## config.mk

```make
export PLATFORM = sky130hd
export DESIGN_NAME = seq_mean_divider
export DESIGN_NICKNAME = d
export VERILOG_FILES = /design/src/rtl/seq_mean_divider.sv
export SDC_FILE = /design/constraint.sdc
export NUM_CORES = 1
export LEC_CHECK = 0
export BUFFER_PORTS_ARGS = -buffer_cell sky130_fd_sc_hd__buf_2
export CAP_MARGIN = 20
export CORE_ASPECT_RATIO = 1.4
export CORE_MARGIN = 5
export CORE_UTILIZATION = 46
export CTS_BUF_LIST = sky130_fd_sc_hd__clkbuf_4 sky130_fd_sc_hd__clkbuf_8
export DETAILED_ROUTE_END_ITERATION = 8
export GPL_TIMING_DRIVEN = 0
export HOLD_SLACK_MARGIN = 0.05
export PLACE_DENSITY = 0.68
export SLEW_MARGIN = 20
export SYNTH_ARGS = -nofsm -noshare
export SYNTH_HDL_FRONTEND = slang
export SYNTH_SLANG_ARGS = --single-unit
export TNS_END_PERCENT = 10
```

## constraint.sdc

```tcl
create_clock -name clk -period 2 [get_ports clk]
set_input_delay 0.2 -clock clk [delete_from_list [all_inputs] [get_ports clk]]
set_output_delay 0.2 -clock clk [all_outputs]
set_load 0.005 [all_outputs]
```

## src/rtl/seq_mean_divider.sv

```systemverilog
// Multi-cycle radix-2 restoring unsigned divider for cluster-mean computation.
// One quotient bit per enabled cycle; start/busy/done handshake with optional rounding.
module seq_mean_divider #(
  parameter int DIVIDEND_W = 20,
  parameter int DIVISOR_W  = 12,
  parameter int ROUND      = 0
) (
  input  logic                  clk,
  input  logic                  sclr,
  input  logic                  ce,
  input  logic                  en,
  input  logic                  start,
  input  logic [DIVIDEND_W-1:0] dividend,
  input  logic [DIVISOR_W-1:0]  divisor,
  output logic                  busy,
  output logic                  done,
  output logic [DIVIDEND_W-1:0] quotient,
  output logic [DIVISOR_W-1:0]  remainder,
  output logic                  div_by_zero
);

  localparam int CW = $clog2(DIVIDEND_W);

  typedef enum logic [1:0] {IDLE, CALC, FIN, DONE} state_t;

  state_t state, state_nx;

  logic                  adv;
  logic [CW-1:0]         cnt;
  logic [DIVIDEND_W-1:0] dvd;
  logic [DIVISOR_W-1:0]  dsr;
  logic [DIVISOR_W-1:0]  part;
  logic [DIVISOR_W:0]    trial;
  logic [DIVISOR_W-1:0]  diff;
  logic                  ge;
  logic                  rnd_up;
  logic [DIVIDEND_W-1:0] q_fin;

  assign adv   = ce & en;
  assign busy  = (state == CALC) || (state == FIN);
  assign done  = (state == DONE);

  // dvd shifts out dividend bits at the top and collects quotient bits at the bottom
  assign trial = {part, dvd[DIVIDEND_W-1]};
  assign ge    = trial >= {1'b0, dsr};
  assign diff  = trial[DIVISOR_W-1:0] - dsr;

  assign rnd_up = (ROUND != 0) && ({part, 1'b0} >= {1'b0, dsr});
  assign q_fin  = (rnd_up && !(&dvd)) ? dvd + DIVIDEND_W'(1) : dvd;

  always_comb begin
    state_nx = state;
    unique case (state)
      IDLE: if (start) state_nx = (divisor == '0) ? DONE : CALC;
      CALC: if (cnt == '0) state_nx = FIN;
      FIN:  state_nx = DONE;
      DONE: state_nx = IDLE;
      default: state_nx = IDLE;
    endcase
  end

  always_ff @(posedge clk) begin
    if (sclr) begin
      state <= IDLE;
    end else if (adv) begin
      state <= state_nx;
    end
  end

  always_ff @(posedge clk) begin
    if (sclr) begin
      cnt         <= '0;
      dvd         <= '0;
      dsr         <= '0;
      part        <= '0;
      quotient    <= '0;
      remainder   <= '0;
      div_by_zero <= 1'b0;
    end else if (adv) begin
      unique case (state)
        IDLE: begin
          if (start) begin
            if (divisor == '0) begin
              quotient    <= '1;
              remainder   <= '0;
              div_by_zero <= 1'b1;
            end else begin
              dvd  <= dividend;
              dsr  <= divisor;
              part <= '0;
              cnt  <= CW'(DIVIDEND_W - 1);
            end
          end
        end
        CALC: begin
          part <= ge ? diff : trial[DIVISOR_W-1:0];
          dvd  <= {dvd[DIVIDEND_W-2:0], ge};
          if (cnt != '0) cnt <= cnt - 1'b1;
        end
        FIN: begin
          quotient  <= q_fin;
          remainder <= part;
        end
        DONE: div_by_zero <= 1'b0;
        default: ;
      endcase
    end
  end

endmodule
```

==> results of run 1 <==
[flip-flops by register name (all words and copies together) (netlist names)]
signal,count
state,2
dvd,20
dsr,12
div_by_zero,1
part,12
cnt,5
quotient,20
remainder,12
[cell usage in the layout (no fill, tap or decap), drive strengths merged, types with 2 or more instances in the layout]
cell       n
buf      102
nand2     28
nor4b      2
bufinv     2
o21ai     19
a21o       4
a21oi     24
nand2b     3
a21boi     2
nand3     19
a211oi    26
clkinv     2
a2111oi    3
xor2       3
nor3       2
clkbuf    25
dfxtp     84
ha        18
nor4       4
o211ai     2
nor2      64
xnor2      5
a31o       2
o22ai     21
or3        3
inv       22
mux2i     41
nor2b      3
a22o       2
o21a       4
nand4      2
[area by class of cell]
| cell class | instances | area, sq um |
|---|---|---|
| plain buffers | 26 | 170 |
| clock buffers | 11 | 145 |
| clock inverters | 4 | 73.8 |
| fillers | 767 | 3380 |
| inverters | 22 | 85.1 |
| multi-input cells | 318 | 2460 |
| flip-flops and latches | 84 | 1700 |
| well taps | 105 | 131 |
| repair buffers | 90 | 518 |
[timing repair]
action / in CTS / in global routing
pin swaps: 14 / 17
gates cloned: 1 / 0
setup buffers: 13 / 5
hold buffers: 0 / 0
endpoints found under the setup margin: 64 / 66
gates resized for setup: 45 / 29
[stage by stage]
| step | cell area (sq um) | utilization | setup TNS, ps |
|---|---|---|---|
| 3_3_place_gp | 4590 | 0.531 | -9780 |
| 4_1_cts | 5180 | 0.598 | -1090 |
| 3_5_place_dp | 4590 | 0.531 | -11490 |
| 5_1_grt | 5280 | 0.610 | -3840 |
| 2_1_floorplan | 4110 | - | -62.6 |
| 6_report | 5280 | 0.610 | -1300 |
[worst max path at each step]
stage	to	slack, ps	startpoint	cells after the start
2_1_floorplan	part[8]$_SDFFE_PP0P_	-8	dvd[19]$_SDFFE_PP0P_	11
3_3_place_gp	part[10]$_SDFFE_PP0P_	-300	dvd[19]$_SDFFE_PP0P_	11
3_5_place_dp	part[10]$_SDFFE_PP0P_	-330	dvd[19]$_SDFFE_PP0P_	11
4_1_cts	part[10]$_SDFFE_PP0P_	-160	dvd[19]$_SDFFE_PP0P_	11
5_1_grt	part[8]$_SDFFE_PP0P_	-260	dvd[19]$_SDFFE_PP0P_	11
6_report	part[0]$_SDFFE_PP0P_	-160	part[0]$_SDFFE_PP0P_	9
[cell families after synthesis]
group,count (synthesis),synth area share
simple gates,135,0.155
compound gates,115,0.207
flops,84,0.410
buf+inv,48,0.0515
mux,41,0.100
fa+ha+maj,19,0.0598
xor+xnor,8,0.0171
[worst max-delay path: cells and delay by family, from the launching register on]
kind	cells	cell delay [ps]
AOI/OAI and AO/OA	5	1020
buffers and inverters	1	140
adders and majority gates	1	240
and+or+nand+nor	1	120
DFF	1	380
muxes	1	140
[power by group through the flow]
stage / combinational (W) / clock, W / sequential (W)
floorplan: 0.000521 / 0 / 0.00180
global placement: 0.000678 / 0 / 0.00181
detailed placement: 0.000690 / 0 / 0.00181
CTS: 0.000821 / 0.00138 / 0.00178
global route: 0.000937 / 0.00144 / 0.00178
finish: 0.000862 / 0.00134 / 0.00178
[metal layers]
metal	vias up	routed length, um	track usage
met5	-	0	0
met4	0	307	0.0803
met3	24	477	0.0482
met2	83	5690	0.370
met1	1690	4270	0.210
li1	1812	-	-
==> flow_metrics.tcl, run 1 <==
set metrics [dict create \
    final_cells 660 \
    clock_path_buffers 2 \
    grt_antenna_before_repair 0 \
    grt_setup_unrepaired "yes" \
    classification_of_the_worst_setup_path "reg -> reg" \
    seqPwrFrac 0.446 \
    failed_checks "negative setup slack" \
    drt.antenna.violating_nets 0 \
    overflow_after_grt 0 \
    total_switching_power_w 0.00107 \
    timing.final.setup_violations 13 \
    clockRootBuffer "sky130_fd_sc_hd__clkbuf_8" \
    report.power.total_w 0.00398 \
    routed_wl_um 10800 \
    antenna_cells_inserted 0 \
    r2r_setup_slk_ps -160 \
    worst_r2r_path_depth 9 \
    clock_latency_ps 350 \
    power_report.internal_total_w 0.00291 \
    dr.pass1.iters 4 \
    synthMostInstantiatedCell "sky130_fd_sc_hd__dfxtp_1" \
    timing.hold.ws_ps 101 \
    placeableCoreArea_sq_um 8660 \
    finalWorstPathRequiredPeriod_ps 2160 \
    drcViolationCount 0 \
    pre_cts_slack_ps -333 \
    crit_path_end_kind "flop" \
    arrival_ps 2410 \
    clock-sinks 84 \
    fraction_of_final_layout_cells_with_drive_strength_greater_than_1 0.337 \
    cellLeakagePower_nw 2.15 \
    worst_slack_ps -155 \
    gate_count_of_the_mapped_netlist 450 \
    place.port_buffers 71 \
    combinational_power_share 0.217 \
    hp-class "in -> reg" \
    grt_pass1_vias 3790 \
    detailed_place_hpwl_um 7790 \
    crit_path_cell_trace "ha_4 -> nor2b_4 -> o211ai_1 -> a31o_2 -> a21oi_4 -> a21bo_4 -> buf_4 -> mux2i_2 -> a22o_1" \
    hold_path.startpoint "divisor[7]" \
    grt_usage 0.198 \
    final_min_period_over_clock_period 1.08 \
    tritoncts.num_buffers 9 \
    finish.net_count 607 \
    boundaryPins 72 \
    clk_pin_slew_ps 80 \
    grt_first_pass_wirelength_um 17900 \
    grt_max_degree 14 \
    run_status "finished with violations" \
    worst_ep_required_time_ps 2250 \
    area_contributors_post_synth "sky130_fd_sc_hd__dfxtp_1, sky130_fd_sc_hd__mux2i_1, sky130_fd_sc_hd__nor2_1" \
    slew_violations 0 \
    detail_route.iter0.violations 111 \
    power_frac_clock 0.337 \
    gp_routability_congestion 0.827 \
    synth.yosys.seq_area_share 0.410 \
    synthArstFlopShare 0 \
    finalClockSkew_ps 4.18 \
    synth.ff_latch_count 84 \
    timing_worst_slew_pin_value_ps 796 \
    synth_flop_cell "sky130_fd_sc_hd__dfxtp_1" \
    power.switching_fraction 0.269 \
    post_synth_instance_area_sq_um 4100 \
    critical_path.reg2reg.startpoint "part[0]$_SDFFE_PP0P_" \
    edff_count_synth 0 \
    die_height_um 122 \
    area.growth.synth_to_final_pct 28.7 \
    holdPathEnd "dsr[7]$_SDFFE_PP0P_" \
    detail_route.vias_per_cell 5.47 \
    clock_tree_from_tritoncts "yes" \
    syn_avg_cell_area_sq_um 9.12 \
    ir_drop_uv 474 \
    critPathMaxFanout 5 \
    floorplan.initialDensity 0.474 \
    relSlewSlack 0.469 \
    worstSetupStartpointType "flop" \
    critical_path.reg2reg.endpoint "part[0]$_SDFFE_PP0P_" \
    worst_hold_path.num_cells 3 \
    achievable-frequency_mhz 464 \
    dr_total_vias 3609 \
    hold_viol_final 0 \
    die_w_um 89.8 \
    route.detailed.wl_per_inst_um 16.3 \
    place.detailed.instances 626 \
    power_density_nw_per_um2 754 \
    synth.top_cells.by_count "sky130_fd_sc_hd__dfxtp_1, sky130_fd_sc_hd__nor2_1, sky130_fd_sc_hd__mux2i_1" \
    post-synth-top-area-cell "sky130_fd_sc_hd__dfxtp_1" \
    yosysWarningCount 0 \
    synth_top_area_share 0.410 \
    h-tree-depth 3 \
    maxCapViolCount 0 \
    dieArea_sq_um 10900 \
    syn-num-nets 506 \
    crit_path_top_delay_cell "sky130_fd_sc_hd__dfxtp_4" \
    slowest_cell_delay_on_critical_path_ps 380 \
    number_of_cell_rows 40 \
    post_synth_num_cell_types 58 \
]
(Power assumes the default switching activity.)
==> run 2, diff against run 1 <==
--- a/config.mk
+++ b/config.mk
@@ -15,6 +15,7 @@
 export GPL_TIMING_DRIVEN = 0
 export HOLD_SLACK_MARGIN = 0.05
 export PLACE_DENSITY = 0.68
+export RECOVER_POWER = 50
 export SLEW_MARGIN = 20
 export SYNTH_ARGS = -nofsm -noshare
 export SYNTH_HDL_FRONTEND = slang
==> constraint.sdc (replaced) <==
create_clock -name clk -period 2 [get_ports clk]
set_input_delay 0.3 -clock clk [delete_from_list [all_inputs] [get_ports clk]]
set_output_delay 0.3 -clock clk [all_outputs]
set_load 0.005 [all_outputs]
==> run 2 against run 1 <==
Net effect: clock skew decreased by 0.68 ps; total power hardly changed; core utilization decreased by 0.32 points; die area unchanged; non-clock buffer count unchanged; critical path depth unchanged; routed wire length is essentially flat; sequential share of layout area rose by 0.17 points; worst setup slack got worse by 0.63 ps; the flow still finishes with violations (negative setup slack); largest power group unchanged.
==> flow_metrics.tcl, run 2 (synthesized netlist as in run 1, its figures left out) <==
set metrics [dict create \
    total_switching_power_w 0.00107 \
    grt_usage 0.198 \
    ir_drop_uv 474 \
    mostFrequentLayoutCells "sky130_fd_sc_hd__dfxtp_1, sky130_fd_sc_hd__nor2_1, sky130_fd_sc_hd__buf_2, sky130_fd_sc_hd__mux2i_1, sky130_fd_sc_hd__clkbuf_1" \
    antenna_cells_inserted 0 \
    power_report.internal_total_w 0.00291 \
    seqPwrFrac 0.447 \
    largest_registers "dvd: 20 flops, quotient: 20 flops" \
    arrival_ps 2400 \
    grt_first_pass_wirelength_um 17900 \
    fraction_of_final_layout_cells_with_drive_strength_greater_than_1 0.297 \
    detailed_place_hpwl_um 7790 \
    relSlewSlack 0.469 \
    die_height_um 122 \
    final_cells 660 \
    worstSetupStartpointType "flop" \
    area.growth.synth_to_final_pct 28.0 \
    number_of_cell_rows 40 \
    critPathMaxFanout 5 \
    grt_pass1_vias 3790 \
    run_status "finished with violations" \
    dr_total_vias 3593 \
    dieArea_sq_um 10900 \
    final_min_period_over_clock_period 1.08 \
    finish.net_count 607 \
    clock-sinks 84 \
    crit_path_end_kind "flop" \
    routed_wl_um 10700 \
    finalWorstPathRequiredPeriod_ps 2160 \
    power.switching_fraction 0.268 \
    power_density_nw_per_um2 757 \
    route.detailed.wl_per_inst_um 16.3 \
    clk_pin_slew_ps 80 \
    floorplan.initialDensity 0.474 \
    num-fill-cells 775 \
    timing_worst_slew_pin_value_ps 796 \
    clockRootBuffer "sky130_fd_sc_hd__clkbuf_8" \
    postLayoutCellArea_sq_um 5250 \
    failed_checks "negative setup slack" \
    detail_route.iter0.violations 121 \
    gp_routability_congestion 0.827 \
    place.port_buffers 71 \
    drt.antenna.violating_nets 0 \
    grt_antenna_before_repair 0 \
    setup-tns-final_ps -1320 \
    place.detailed.instances 626 \
    grt_setup_unrepaired "yes" \
    tritoncts.num_buffers 9 \
    layout_commonest_cell "sky130_fd_sc_hd__dfxtp_1" \
    clock_tree_from_tritoncts "yes" \
    classification_of_the_worst_setup_path "reg -> reg" \
    hold_viol_final 0 \
    worst_hold_path.num_cells 3 \
    clock_path_buffers 2 \
    placeableCoreArea_sq_um 8660 \
    drcViolationCount 0 \
    boundaryPins 72 \
    slew_violations 0 \
    layout.area.seq_sq_um 1700 \
    achievable-frequency_mhz 464 \
    combinational_power_share 0.216 \
    grt_max_degree 14 \
    post_dp_cell_area_sq_um 4590 \
    detail_route.vias_per_cell 5.44 \
    maxCapViolCount 0 \
    worst_ep_required_time_ps 2250 \
    finalClockSkew_ps 3.50 \
    overflow_after_grt 0 \
    timing.final.setup_violations 13 \
    worst_r2r_path_depth 9 \
    clock_latency_ps 350 \
    die_w_um 89.8 \
    h-tree-depth 3 \
    worst_slack_ps -156 \
    power_frac_clock 0.337 \
    cellLeakagePower_nw 2.05 \
    hp-class "in -> reg" \
    multi_input_area_sq_um 2460 \
    dr.pass1.iters 4 \
]
run 2: path summary, 6_finish.rpt:
kind | start | end | slack, ps
hold / removal | divisor[7] | dsr[7]$_SDFFE_PP0P_ | 200
setup / recovery | part[0]$_SDFFE_PP0P_ | part[0]$_SDFFE_PP0P_ | -160
setup reg to reg | part[0]$_SDFFE_PP0P_ | part[0]$_SDFFE_PP0P_ | -160
hold reg to reg | remainder[5]$_SDFFE_PP0P_ | remainder[5]$_SDFFE_PP0P_ | 450
run 2: final cells by class:
type | instances | share of cell area
clock buffer | 11 | 0.0276
sequential | 84 | 0.323
buffer | 26 | 0.0324
clock inverter | 4 | 0.0141
tap | 105 | 0.0250
timing repair buffer | 90 | 0.0934
inverter | 22 | 0.0162
multi-input combinational | 318 | 0.468
run 2: through the flow:
step | worst slack, ps | utilization | hold WS, ps | total power (W)
final | -156 | 0.607 | 203 | 0.00398
after global routing | -264 | 0.607 | 203 | 0.00416
after CTS | -157 | 0.598 | 190 | 0.00397
after detailed placement | -333 | 0.531 | 442 | 0.00250
after global placement | -299 | 0.531 | 437 | 0.00249
after floorplan | -8.12 | - | 447 | 0.00233
run 2: power by group through the flow:
stage	clock network (W)	logic [W]	registers, W
final	0.00134	0.000860	0.00178
after global routing	0.00144	0.000935	0.00178
after CTS	0.00138	0.000821	0.00178
after detailed placement	0	0.000690	0.00181
after global placement	0	0.000678	0.00181
after floorplan	0	0.000521	0.00180
run 2: worst max-delay path, stage by stage (launching register included):
cell and delay [ps]:
sky130_fd_sc_hd__dfxtp_4 380, sky130_fd_sc_hd__ha_4 240, sky130_fd_sc_hd__nor2b_4 120, sky130_fd_sc_hd__o211ai_1 250, sky130_fd_sc_hd__a31o_2 260, sky130_fd_sc_hd__a21oi_4 80
sky130_fd_sc_hd__a21bo_4 260, sky130_fd_sc_hd__buf_4 150, sky130_fd_sc_hd__mux2i_2 140, sky130_fd_sc_hd__a22o_1 170
run 2: layer usage:
layer,GRT usage,routed length (um),share of wire,vias to the layer above
li1,-,-,-,1811
met1,0.210,4280,0.40,1682
met2,0.370,5690,0.53,78
met3,0.0482,467,0.043,22
met4,0.0803,302,0.028,0
met5,0,0,0,-
run 2: repair_timing:
action,4_1_cts,5_1_grt
buffers inserted,13,5
gates resized for setup,45,29
hold buffers,0,0
setup endpoints to repair,64,66
pin swaps,14,17
cloned,1,0
==> run 3, diff against run 2 <==
--- a/config.mk
+++ b/config.mk
@@ -8,13 +8,14 @@
 export BUFFER_PORTS_ARGS = -buffer_cell sky130_fd_sc_hd__buf_2
 export CAP_MARGIN = 20
 export CORE_ASPECT_RATIO = 1.4
-export CORE_MARGIN = 5
-export CORE_UTILIZATION = 46
+export CORE_MARGIN = 1
+export CORE_UTILIZATION = 50
 export CTS_BUF_LIST = sky130_fd_sc_hd__clkbuf_4 sky130_fd_sc_hd__clkbuf_8
 export DETAILED_ROUTE_END_ITERATION = 8
+export GPL_ROUTABILITY_DRIVEN = 0
 export GPL_TIMING_DRIVEN = 0
 export HOLD_SLACK_MARGIN = 0.05
-export PLACE_DENSITY = 0.68
+export PLACE_DENSITY = 0.73
 export RECOVER_POWER = 50
 export SLEW_MARGIN = 20
 export SYNTH_ARGS = -nofsm -noshare
==> run 3 against run 2 <==
Net effect: largest cell class unchanged; critical path type unchanged; global-route usage increased by 6.1 points; sequential share of layout area fell by 0.11 points; register-to-register slack improved by 40 ps; the run still ends with negative setup slack left; sequential power barely moved; non-clock buffer count down 1; routed wire length decreased by 1.9%; worst setup slack improved by 39 ps; critical endpoint is now part[1]$_SDFFE_PP0P_; maximum frequency grew 1.9%; core utilization up 6.7 points.
==> flow_metrics.tcl, run 3 (synthesized netlist as in run 1, its figures left out) <==
set metrics [dict create \
    run_status "finished with violations" \
    failed_checks "negative setup slack" \
    grt_first_pass_wirelength_um 17100 \
    route.detailed.wl_per_inst_um 16.1 \
    slew_violations 0 \
    hold_path.startpoint "divisor[3]" \
    holdPathEnd "dsr[3]$_SDFFE_PP0P_" \
    relSlewSlack 0.495 \
    tritoncts.num_buffers 9 \
    grt_antenna_before_repair 0 \
    arrival_ps 2350 \
    ir_drop_uv 621 \
    die_w_um 78.6 \
    antenna_cells_inserted 0 \
    grt_setup_unrepaired "yes" \
    finalWorstPathRequiredPeriod_ps 2120 \
    power.switching_fraction 0.267 \
    pre_cts_slack_ps -299 \
    post_dp_cell_area_sq_um 4590 \
    power_frac_clock 0.364 \
    worst_r2r_path_depth 11 \
    final_min_period_over_clock_period 1.06 \
    mostFrequentLayoutCells "sky130_fd_sc_hd__dfxtp_1, sky130_fd_sc_hd__nor2_1, sky130_fd_sc_hd__buf_2, sky130_fd_sc_hd__mux2i_1" \
    overflow_after_grt 0 \
    multi_input_area_sq_um 2460 \
    seqPwrFrac 0.432 \
    floorplan.initialDensity 0.523 \
    clockRootBuffer "sky130_fd_sc_hd__clkbuf_8" \
    dr_total_vias 3646 \
    hold_viol_final 0 \
    achievable-frequency_mhz 472 \
    cellLeakagePower_nw 2.08 \
    worst_slack_ps -117 \
    postCtsHoldBufs 0 \
    critical_path.reg2reg.startpoint "dvd[19]$_SDFFE_PP0P_" \
    grt_usage 0.259 \
    num-fill-cells 632 \
    boundaryPins 72 \
    critical_path.reg2reg.endpoint "part[1]$_SDFFE_PP0P_" \
    worst_hold_path.num_cells 3 \
    worst_ep_required_time_ps 2230 \
    layout.area.seq_sq_um 1700 \
    r2r_setup_slk_ps -120 \
    grt_max_degree 15 \
    clock_latency_ps 360 \
    largest_registers "dvd: 20 flops, quotient: 20 flops" \
    die_height_um 109 \
    clock_path_buffers 2 \
    drt.antenna.violating_nets 0 \
    placeableCoreArea_sq_um 7850 \
    grt_pass1_vias 3615 \
    timing_worst_slew_pin_value_ps 758 \
    finish.net_count 606 \
    power_density_nw_per_um2 778 \
    clock-sinks 84 \
    detail_route.vias_per_cell 5.57 \
    setup-tns-final_ps -1110 \
    number_of_cell_rows 38 \
    dieArea_sq_um 8580 \
    maxCapViolCount 0 \
    crit_path_end_kind "flop" \
    combinational_power_share 0.204 \
    total_switching_power_w 0.00110 \
    fraction_of_final_layout_cells_with_drive_strength_greater_than_1 0.312 \
    drcViolationCount 0 \
    h-tree-depth 3 \
    layout_commonest_cell "sky130_fd_sc_hd__dfxtp_1" \
    area.growth.synth_to_final_pct 28.9 \
    timing.final.setup_violations 13 \
    timing.hold.ws_ps 202 \
    hp-class "in -> reg" \
    critPathMaxFanout 5 \
    clock_tree_from_tritoncts "yes" \
    dr.pass1.iters 4 \
    clk_pin_slew_ps 90 \
    postLayoutCellArea_sq_um 5290 \
    worstSetupStartpointType "flop" \
    detailed_place_hpwl_um 7130 \
    classification_of_the_worst_setup_path "reg -> reg" \
    detail_route.iter0.violations 160 \
    finalClockSkew_ps 16.1 \
    routed_wl_um 10500 \
    place.port_buffers 71 \
    power_report.internal_total_w 0.00301 \
]
run 3: critical path, stage by stage, from the launching register on:
cell and delay [ps]:
sky130_fd_sc_hd__dfxtp_2 350, sky130_fd_sc_hd__inv_2 40, sky130_fd_sc_hd__ha_2 180, sky130_fd_sc_hd__buf_4 130, sky130_fd_sc_hd__nor2b_4 100, sky130_fd_sc_hd__o211ai_1 130, sky130_fd_sc_hd__a31o_2 260, sky130_fd_sc_hd__a21oi_4 170
sky130_fd_sc_hd__a21bo_4 210, sky130_fd_sc_hd__buf_12 140, sky130_fd_sc_hd__mux2i_2 210, sky130_fd_sc_hd__o21ai_1 80
run 3: how the worst max path moves through the flow:
stage	startpoint	slack, ps	cells past startpoint	to
3_5_place_dp	state[1]$_SDFFE_PP0P_	-300	10	dvd[11]$_SDFFE_PP0P_
4_1_cts	dsr[1]$_SDFFE_PP0P_	-140	10	part[1]$_SDFFE_PP0P_
3_3_place_gp	dvd[19]$_SDFFE_PP0P_	-240	11	part[8]$_SDFFE_PP0P_
6_report	dvd[19]$_SDFFE_PP0P_	-120	11	part[1]$_SDFFE_PP0P_
2_1_floorplan	dvd[19]$_SDFFE_PP0P_	-8	11	part[8]$_SDFFE_PP0P_
5_1_grt	dsr[8]$_SDFFE_PP0P_	-200	9	part[9]$_SDFFE_PP0P_
run 3: metrics by stage:
stage / total power [W] / cells / util
6_report: 0.00411 / 655 / 0.674
5_1_grt: 0.00429 / 655 / 0.674
4_1_cts: 0.00407 / 647 / 0.656
3_5_place_dp: 0.00249 / 621 / 0.585
3_3_place_gp: 0.00248 / 621 / 0.585
2_1_floorplan: 0.00233 / 450 / -
run 3: per-layer routing:
layer  track usage  wire length (um)  vias up
met4         0.112               284        0
met3        0.0527               489       21
met1         0.291              4240     1723
met5             0                 0        -
li1              -                 -     1803
met2         0.467              5520       99
run 3: cell type report:
cell class                      count  share of cell area
Sequential cell                    84               0.322
Timing Repair Buffer               89              0.0914
Inverter                           22              0.0161
Clock inverter                      6              0.0211
Multi-Input combinational cell    318               0.465
Clock buffer                       10              0.0260
Buffer                             26              0.0343
Tap cell                          100              0.0237
run 3: repair_timing:
item,4_1_cts,5_1_grt
gates resized for setup,48,36
cloned,2,0
setup endpoints to repair,65,76
setup buffers,8,8
pin swaps,14,13
run 3: power groups by stage:
stage / sequential (W) / clock, W / combinational [W]
2_1_floorplan: 0.00180 / 0 / 0.000521
3_3_place_gp: 0.00181 / 0 / 0.000665
3_5_place_dp: 0.00181 / 0 / 0.000677
4_1_cts: 0.00178 / 0.00151 / 0.000780
5_1_grt: 0.00179 / 0.00159 / 0.000906
6_report: 0.00178 / 0.00150 / 0.000837
